<file path="config.mk">
export PLATFORM = sky130hd
export DESIGN_NAME = ascon_ad_absorb
export DESIGN_NICKNAME = d
export VERILOG_FILES = /design/src/rtl/ascon_pkg.sv /design/src/rtl/ascon_round.sv /design/src/rtl/ascon_ad_absorb.sv
export SDC_FILE = /design/constraint.sdc
export NUM_CORES = 2
export LEC_CHECK = 0
export CAP_MARGIN = 20
export CELL_PAD_IN_SITES_DETAIL_PLACEMENT = 1
export CELL_PAD_IN_SITES_GLOBAL_PLACEMENT = 1
export CORE_MARGIN = 4
export CORE_UTILIZATION = 44
export CTS_BUF_LIST = sky130_fd_sc_hd__clkbuf_8
export DETAILED_ROUTE_END_ITERATION = 16
export PLACE_DENSITY_LB_ADDON = 0.1
export SETUP_SLACK_MARGIN = 0.02
export SYNTH_ARGS = -nofsm -noshare
export SYNTH_HDL_FRONTEND = slang
export SYNTH_SLANG_ARGS = --single-unit
</file>
<file path="constraint.sdc">
create_clock -name clk -period 5.95 [get_ports clk]
set_clock_uncertainty 0.05 [all_clocks]
set_input_delay 0.8925 -clock clk [delete_from_list [all_inputs] [get_ports clk]]
set_output_delay 0.8925 -clock clk [all_outputs]
set_load 0.005 [all_outputs]
</file>
<file path="src/rtl/ascon_pkg.sv">
// ascon_pkg: shared ASCON constants, FSM states, round-constant and AD padding helpers
package ascon_pkg;
  localparam int STATE_W = 320;
  typedef enum logic [2:0] {IDLE, ABSORB, PERM, PAD, FIN} state_t;
  function automatic logic [7:0] rc(input logic [3:0] i);
    return {4'hf - i, i};
  endfunction
  // data is left-aligned in 128 bits; a pad byte landing past the rate is discarded by the caller
  function automatic logic [127:0] pad_block(input logic [127:0] data, input logic [4:0] nbytes);
    logic [127:0] keep;
    keep = ~({128{1'b1}} >> {nbytes, 3'b000});
    return (data & keep) | ({1'b1, 127'b0} >> {nbytes, 3'b000});
  endfunction
endpackage

</file>
<file path="src/rtl/ascon_round.sv">
// ascon_round: one combinational ASCON round (constant add, bitsliced S-box, linear layer)
module ascon_round
  import ascon_pkg::*;
(
  input  logic [STATE_W-1:0] s_in,
  input  logic [3:0]         idx,
  output logic [STATE_W-1:0] s_out
);
  logic [63:0] x0, x1, x2, x3, x4, t0, t1, t2, t3, t4;
  always_comb begin
    x0 = s_in[319:256];
    x1 = s_in[255:192];
    x2 = s_in[191:128] ^ {56'b0, rc(idx)};
    x3 = s_in[127:64];
    x4 = s_in[63:0];
    x0 = x0 ^ x4;
    x4 = x4 ^ x3;
    x2 = x2 ^ x1;
    t0 = ~x0 & x1;
    t1 = ~x1 & x2;
    t2 = ~x2 & x3;
    t3 = ~x3 & x4;
    t4 = ~x4 & x0;
    x0 = x0 ^ t1;
    x1 = x1 ^ t2;
    x2 = x2 ^ t3;
    x3 = x3 ^ t4;
    x4 = x4 ^ t0;
    x1 = x1 ^ x0;
    x0 = x0 ^ x4;
    x3 = x3 ^ x2;
    x2 = ~x2;
    s_out = {x0 ^ {x0[18:0], x0[63:19]} ^ {x0[27:0], x0[63:28]},
             x1 ^ {x1[60:0], x1[63:61]} ^ {x1[38:0], x1[63:39]},
             x2 ^ {x2[0], x2[63:1]} ^ {x2[5:0], x2[63:6]},
             x3 ^ {x3[9:0], x3[63:10]} ^ {x3[16:0], x3[63:17]},
             x4 ^ {x4[6:0], x4[63:7]} ^ {x4[40:0], x4[63:41]}};
  end
endmodule

</file>
<file path="src/rtl/ascon_ad_absorb.sv">
// ascon_ad_absorb: streams padded AD blocks into the rate, runs p^b iteratively, applies domain separation
module ascon_ad_absorb
  import ascon_pkg::*;
#(
  parameter int RATE_BITS = 64,
  parameter int PB_ROUNDS = 6,
  parameter int UNROLL    = 1
) (
  input  logic                               clk,
  input  logic                               rst,
  input  logic                               start,
  input  logic                               ad_empty,
  input  logic [STATE_W-1:0]                 s_in,
  input  logic [RATE_BITS-1:0]               ad_data,
  input  logic                               ad_valid,
  input  logic                               ad_last,
  input  logic [$clog2(RATE_BITS/8+1)-1:0]   ad_bytes,
  output logic                               ad_ready,
  output logic                               busy,
  output logic                               done,
  output logic [STATE_W-1:0]                 s_out
);
  localparam int RB = RATE_BITS / 8;
  localparam int BW = $clog2(RB + 1);
  state_t state, state_n;
  logic [STATE_W-1:0] st;
  logic [STATE_W-1:0] chain [UNROLL+1];
  logic [3:0] k;
  logic last, need_pad, done_p, fire, perm_last, full, go;
  logic [127:0] padded;
  logic [RATE_BITS-1:0] blk;
  assign chain[0] = st;
  for (genvar j = 0; j < UNROLL; j++) begin : g_round
    ascon_round u_round (
      .s_in (chain[j]),
      .idx  (4'(12 - PB_ROUNDS + j) + k),
      .s_out(chain[j+1])
    );
  end
  assign ad_ready  = state == ABSORB;
  assign busy      = state != IDLE || done_p;
  assign go        = state == IDLE && start && !busy;
  assign fire      = ad_ready && ad_valid;
  assign perm_last = k == 4'(PB_ROUNDS - UNROLL);
  assign full      = ad_bytes >= BW'(RB);
  // non-last words pass through by padding at full length, which drops the pad byte past the rate
  assign padded = pad_block(state == PAD ? 128'b0 : 128'(ad_data) << (128 - RATE_BITS),
                            state == PAD ? 5'd0 : (ad_last ? 5'(ad_bytes) : 5'(RB)));
  assign blk = RATE_BITS'(padded >> (128 - RATE_BITS));
  always_comb begin
    state_n = state;
    case (state)
      IDLE:    state_n = go ? (ad_empty ? FIN : ABSORB) : IDLE;
      ABSORB:  state_n = ad_valid ? PERM : ABSORB;
      PERM:    state_n = !perm_last ? PERM : (!last ? ABSORB : (need_pad ? PAD : FIN));
      PAD:     state_n = PERM;
      FIN:     state_n = IDLE;
      default: state_n = IDLE;
    endcase
  end
  always_ff @(posedge clk) begin
    if (rst) begin
      state    <= IDLE;
      st       <= '0;
      s_out    <= '0;
      k        <= '0;
      last     <= 1'b0;
      need_pad <= 1'b0;
      done_p   <= 1'b0;
      done     <= 1'b0;
    end else begin
      state  <= state_n;
      done_p <= state == FIN;
      done   <= done_p;
      if (go) st <= s_in;
      if (fire || state == PAD) st[STATE_W-1 -: RATE_BITS] <= st[STATE_W-1 -: RATE_BITS] ^ blk;
      if (fire) begin
        last     <= ad_last;
        need_pad <= ad_last && full;
      end
      if (state == PAD) need_pad <= 1'b0;
      if (state == PERM) begin
        st <= chain[UNROLL];
        k  <= perm_last ? 4'd0 : k + 4'(UNROLL);
      end
      if (state == FIN) begin
        st    <= st ^ 320'h1;
        s_out <= st ^ 320'h1;
      end
    end
  end
endmodule
</file>
**Yosys cells after proc, flatten, opt, wreduce, memory -nomap -nowiden**

Index checks and enable logic that the tools add are counted.

- $add $sub $neg: 3
- $lt $le $gt $ge: 1
- Eq/ne operators: 5
- Shifts and indexed selects: 2
- Mux-type cells: 15
- Bitwise gates (word level): 39
- Reduce and logical (&&, ||, !) cells: 15

Operator list:

| kind | number |
|---|---|
| $xor A64 B64 Y64 | 22 |
| $mux W320 | 2 |
| $not A64 Y64 | 6 |
| $and A64 B64 Y64 | 5 |
| $shr A128 B7 Y128 const A | 2 |
| $and A128 B128 Y128 | 1 |
| $mux W128 | 1 |
| $not A128 Y128 | 1 |
| $or A128 B128 Y128 | 1 |
| $mux W64 | 1 |
| $xor A64 B8 Y64 | 1 |
| $mux W3 | 5 |
| $mux W4 | 3 |
| $pmux W3 S4 | 1 |
| $reduce_bool A3 Y1 | 3 |
| $eq A3 B2 Y1 const B | 2 |
| $add A3 B4 Y4 const A | 1 |
| $add A4 B1 Y4 const B | 1 |
| $eq A4 B3 Y1 const B | 1 |
| $ge A4 B4 Y1 const B | 1 |
| $logic_and A1 B1 Y1 | 4 |
| $reduce_and A2 Y1 | 2 |
| $sub A4 B4 Y4 const A | 1 |
| $eq A3 B1 Y1 const B | 1 |
| 9 further kinds | 11 |

- Bits in registers: 651
- Input port bits: 394
- Word-level logic and storage cells: 90

**Depth between registers and ports, before layout**

- Depth in word-level cells: 12
- Mapped depth: 12
- Gate-level depth less buffers: 11

**Modules after synthesis**

Synthesis repeated with hierarchy kept, for this count alone.

- Cell total of the unflattened synthesis: 4966
- Area total of the unflattened synthesis: 43284.0 um^2

Modules (own cells, without submodules):

| module | times used | cells an instance | area each (um^2) |
|---|---|---|---|
| ascon_ad_absorb | 1 | 3418 | 26564.2 |
| ascon_round | 1 | 1548 | 16719.8 |

**Worst setup path before layout**

Ideal clock, no wire load.

- Path type: register to register
- Start point: register k[1]
- End point: register st[121]
- Library setup time: 0.132 ns
- Data arrival time: 2.678 ns
- Required time: 5.768 ns
- Path slack: 3.090 ns
- Cell stages (with the launch flop): 12
- Path buffers: 1
- Path through: dfxtp_1 -> buf_2 -> inv_1 -> ha_1 -> xnor2_1 -> xor2_1 -> ha_1 -> xnor2_1 -> xnor2_1 -> xnor3_1 -> o21ai_0 -> a21oi_1

- Cells in the longest elaborated chain, start to end: 8

RTL lines:

| item | line | text |
|---|---|---|
| from (decl) | ascon_ad_absorb.sv:28 | `logic [3:0] k;` |
| from (signal assigned) | ascon_ad_absorb.sv:84 | `k <= perm_last ? 4'd0 : k + 4'(UNROLL);` |
| $add A3 B4 Y4 | ascon_ad_absorb.sv:36 | `.idx (4'(12 - PB_ROUNDS + j) + k),` |
| $xor A64 B8 Y64 | ascon_round.sv:13 | `x2 = s_in[191:128] ^ {56'b0, rc(idx)};` |
| $xor A64 B64 Y64 | ascon_round.sv:18 | `x2 = x2 ^ x1;` |
| $xor A64 B64 Y64 | ascon_round.sv:26 | `x2 = x2 ^ t3;` |
| $xor A64 B64 Y64 | ascon_round.sv:31 | `x3 = x3 ^ x2;` |
| $xor A64 B64 Y64 (2 in a row) | ascon_round.sv:36 | `x3 ^ {x3[9:0], x3[63:10]} ^ {x3[16:0], x3[63:17]},` |
| $mux W320 | ascon_ad_absorb.sv:82 | `if (state == PERM) begin` |
| to (signal, indexed assignment) | ascon_ad_absorb.sv:76 | `if (fire \|\| state == PAD) st[STATE_W-1 -: RATE_BITS] <= st[STATE_W-1 -: RATE_BITS] ^ blk;` |
| to (signal assigned) | ascon_ad_absorb.sv:83 | `st <= chain[UNROLL];` |
| to (signal assigned) | ascon_ad_absorb.sv:87 | `st <= st ^ 320'h1;` |
| to (decl) | ascon_ad_absorb.sv:26 | `logic [STATE_W-1:0] st;` |

No other way between the ends.
A chain may end at the register's enable or synchronous reset.

**Worst setup path in the final report**

- Start point: register state[2]
- End point: output busy

- Cells in the longest elaborated chain, start to end: 2

RTL lines:

| item | line | text |
|---|---|---|
| from (decl) | ascon_ad_absorb.sv:25 | `state_t state, state_n;` |
| from (signal assigned) | ascon_ad_absorb.sv:72 | `state <= state_n;` |
| $reduce_bool A3 Y1 | ascon_ad_absorb.sv:41 | `assign busy = state != IDLE \|\| done_p;` |
| $logic_or A1 B1 Y1 | ascon_ad_absorb.sv:41 |  |
| to (decl) | ascon_ad_absorb.sv:19 | `output logic busy,` |

No other way between the ends.

==> impl_metrics.json <==
{
  "status": "finished clean",
  "post_cts_buffers": 0,
  "pin_count": 717,
  "vias": 43195,
  "clk_pin_slew_worst_paths_ps": 50,
  "die_area_sq_um": 99900,
  "grt_max_degree": 192,
  "hp-start": "s_out[208]$_SDFFE_PP0P_",
  "critPathMaxFanout": 15,
  "grt_pass1_wl_mm": 312,
  "die_y_microns": 316,
  "core_sq_um": 93700,
  "vias_per_cell": 6.13,
  "path_cells": "nor2_1 -> nand2_1 -> clkdlybuf4s50_1",
  "cp.arrival_ps": 2750,
  "min_period_over_period_pct": 62.1,
  "antenna_found_initial": 14,
  "wl_met1_mm": 84.3,
  "fin_tns_setup_ps": 0,
  "fmax_mhz": 270,
  "slew_headroom_pct": 9.59,
  "synth.avg_cell_area_sq_um": 8.18,
  "timing.rr.start": "k[1]$_SDFFE_PP0P_",
  "grt_pass1_vias": 42633,
  "overflow": 0,
  "drc": 0,
  "finalWirelength_mm": 226,
  "yosysTopAreaCell": "dfxtp_1",
  "port-buffer-count": 716,
  "place_inst": 6828,
  "final_nets": 6224,
  "cpPeakStageDelay_ps": 840,
  "crit_family": "flip-flops",
  "cpMaxStageDelayCell": "dfxtp_1",
  "met2_length_mm": 99.3,
  "place_area_sq_um": 50100,
  "clockBufferDepth": 3,
  "timing_max_transition_violations_final": 0,
  "grt_usage_pct": 43.4,
  "worst_slew_pin_slew_ps": 1350,
  "place.gp.congestion": 1.04,
  "cp-startpoint": "state[2]$_SDFF_PP0_",
  "min_period_ps": 3700,
  "start_util_pct": 44.5,
  "yosysWarnings": 0,
  "finalHoldViolCount": 0,
  "crit_buf_inv": 1,
  "ys.flop_type": "dfxtp_1",
  "seq_area_frac_synth_pct": 31.2,
  "detail_route.first_pass.iterations": 8,
  "ant_nets": 0,
  "synth-seq-cells": 651,
  "rrSetupSlack_ps": 2280,
  "cp.required_ps": 5010,
  "async_reset_ff_share_pct": 0,
  "clock-root-buffer": "clkbuf_8",
  "postCtsHoldBufs": 0,
  "synth_common_cells": "945 x nand2_1, 651 x dfxtp_1, 577 x xnor2_1, 518 x a21oi_1, 328 x nor2_1",
  "synth_top_area_share_pct": 31.2,
  "path_depth": 3,
  "clock_sinks": 651,
  "cts_buffers": 120,
  "cap_viol_max_count": 0,
  "yosys-top-cells-area": "dfxtp_1 31%, xnor2_1 12%, nand2_1 8.5%",
  "cts_tree": "done",
  "stdcell_area_sq_um": 52500,
  "synth.distinct_cells": 58,
  "holdPathStages": 2,
  "yosysMostFrequentCell": "nand2_1",
  "die_w_microns": 316,
  "drt-initial-drc-count": 5902,
  "cp-start-kind": "flop",
  "area_growth_pct": 25.7,
  "fin_cells": 7049,
  "nFillCells": 11127,
  "routedWlPerCell_microns": 32.1,
  "power_density_nw_per_um2": 427,
  "rsz0062_at_grt": "false",
  "rows": 112,
  "wl_met3_mm": 25.0,
  "reg2reg_to": "st[124]$_SDFFE_PP0P_",
  "synth_edf_count": 0,
  "hold_class": "reg2reg",
  "min_to": "s_out[208]$_SDFFE_PP0P_",
  "p_leak_nw": 19.8,
  "clock_latency_ps": 850,
  "synth_cells": 5106,
  "dp_hpwl_mm": 177,
  "ir_drop_mv": 0.233,
  "total_power_w": 0.0224,
  "drive_above_1_share_pct": 5.84,
  "r2r_cells": 9,
  "post_cts_resized": 0,
  "htreeDepth": 3,
  "syn-num-nets": 5630,
  "netlist_area_sq_um": 41800,
  "path_class": "reg2out",
  "dr.max_layer_used": "met5",
  "setup_violations": 0,
  "end_kind": "output pin"
}
registers in the layout, summed over array words and instances (netlist names):
| signal | cells |
|---|---|
| done | 1 |
| s_out | 320 |
| state | 3 |
| st | 320 |
| k | 4 |
| done_p | 1 |
| need_pad | 1 |
| last | 1 |
cell usage in the layout (no fill, tap or decap), types with 22 or more instances in the layout:
cell type	n
nand3_1	109
a211oi_1	68
a41oi_1	84
o211ai_1	57
inv_1	236
clkdlybuf4s50_1	715
clkbuf_8	143
dfxtp_1	651
xor2_1	305
xnor3_1	106
ha_1	130
and4_1	45
mux2i_1	62
a31oi_1	65
maj3_1	41
a21oi_1	517
nand2_1	942
xnor2_1	573
maj3_2	22
o21ai_0	218
buf_4	69
xnor2_2	50
nor2_1	328
or3_1	85
metrics by stage:
stage,setup WS [ps],hold slack (ps),utilization [%]
floorplan,3090,382,-
global placement,2240,392,53.4
detailed placement,2160,396,53.4
CTS,2280,404,55.9
global route,2170,421,56.0
finish,2250,401,56.0
report_power, final:
part / internal (W) / leakage, nW / switching [W]
logic: 0.00490 / 13.1 / 0.00784
registers: 0.00465 / 5.31 / 0.000502
clock network: 0.00237 / 1.39 / 0.00214
cells by family after synthesis:
family	after synthesis	share of synthesized area (%)
and+or+nand+nor	1541	15.5
AOI/OAI and AO/OA	1101	15.4
xor gates and xnor gates	1037	26.1
DFF	651	31.2
buffers and inverters	521	4.82
adders and majority gates	193	5.47
muxes	62	1.49
worst max path at each step:
stage	endpoint	slack [ps]
after floorplan	st[121]$_SDFFE_PP0P_	3090
after global placement	st[207]$_SDFFE_PP0P_	2240
after detailed placement	st[202]$_SDFFE_PP0P_	2160
after CTS	busy	2280
after global routing	st[71]$_SDFFE_PP0P_	2170
final	busy	2250
area by class of cell:
class	count	area [sq um]	share of cell area [%]
multi-input combinational	3934	26800	51.1
sequential	651	13000	24.8
timing repair buffer	798	7950	15.1
clock buffer	143	1970	3.75
tap	1254	1570	2.99
inverter	195	734	1.40
clock inverter	64	413	0.786
antenna	10	25.0	0.0477
layer usage:
metal  track usage, %  vias up
li1                 -    18401
met1             53.4    21423
met2             67.2     2698
met3             11.3      671
met4             28.7        2
met5                0        -
worst register-to-register path, stage by stage, from the launching register on:
cell	delay (ps)
dfxtp_1	500
inv_1	110
ha_1	360
xor2_1	240
ha_1	290
xnor2_1	240
xnor2_1	880
xnor3_1	560
o21ai_0	200
a21oi_1	110
Note: power is estimated with default switching activity, not from simulation.
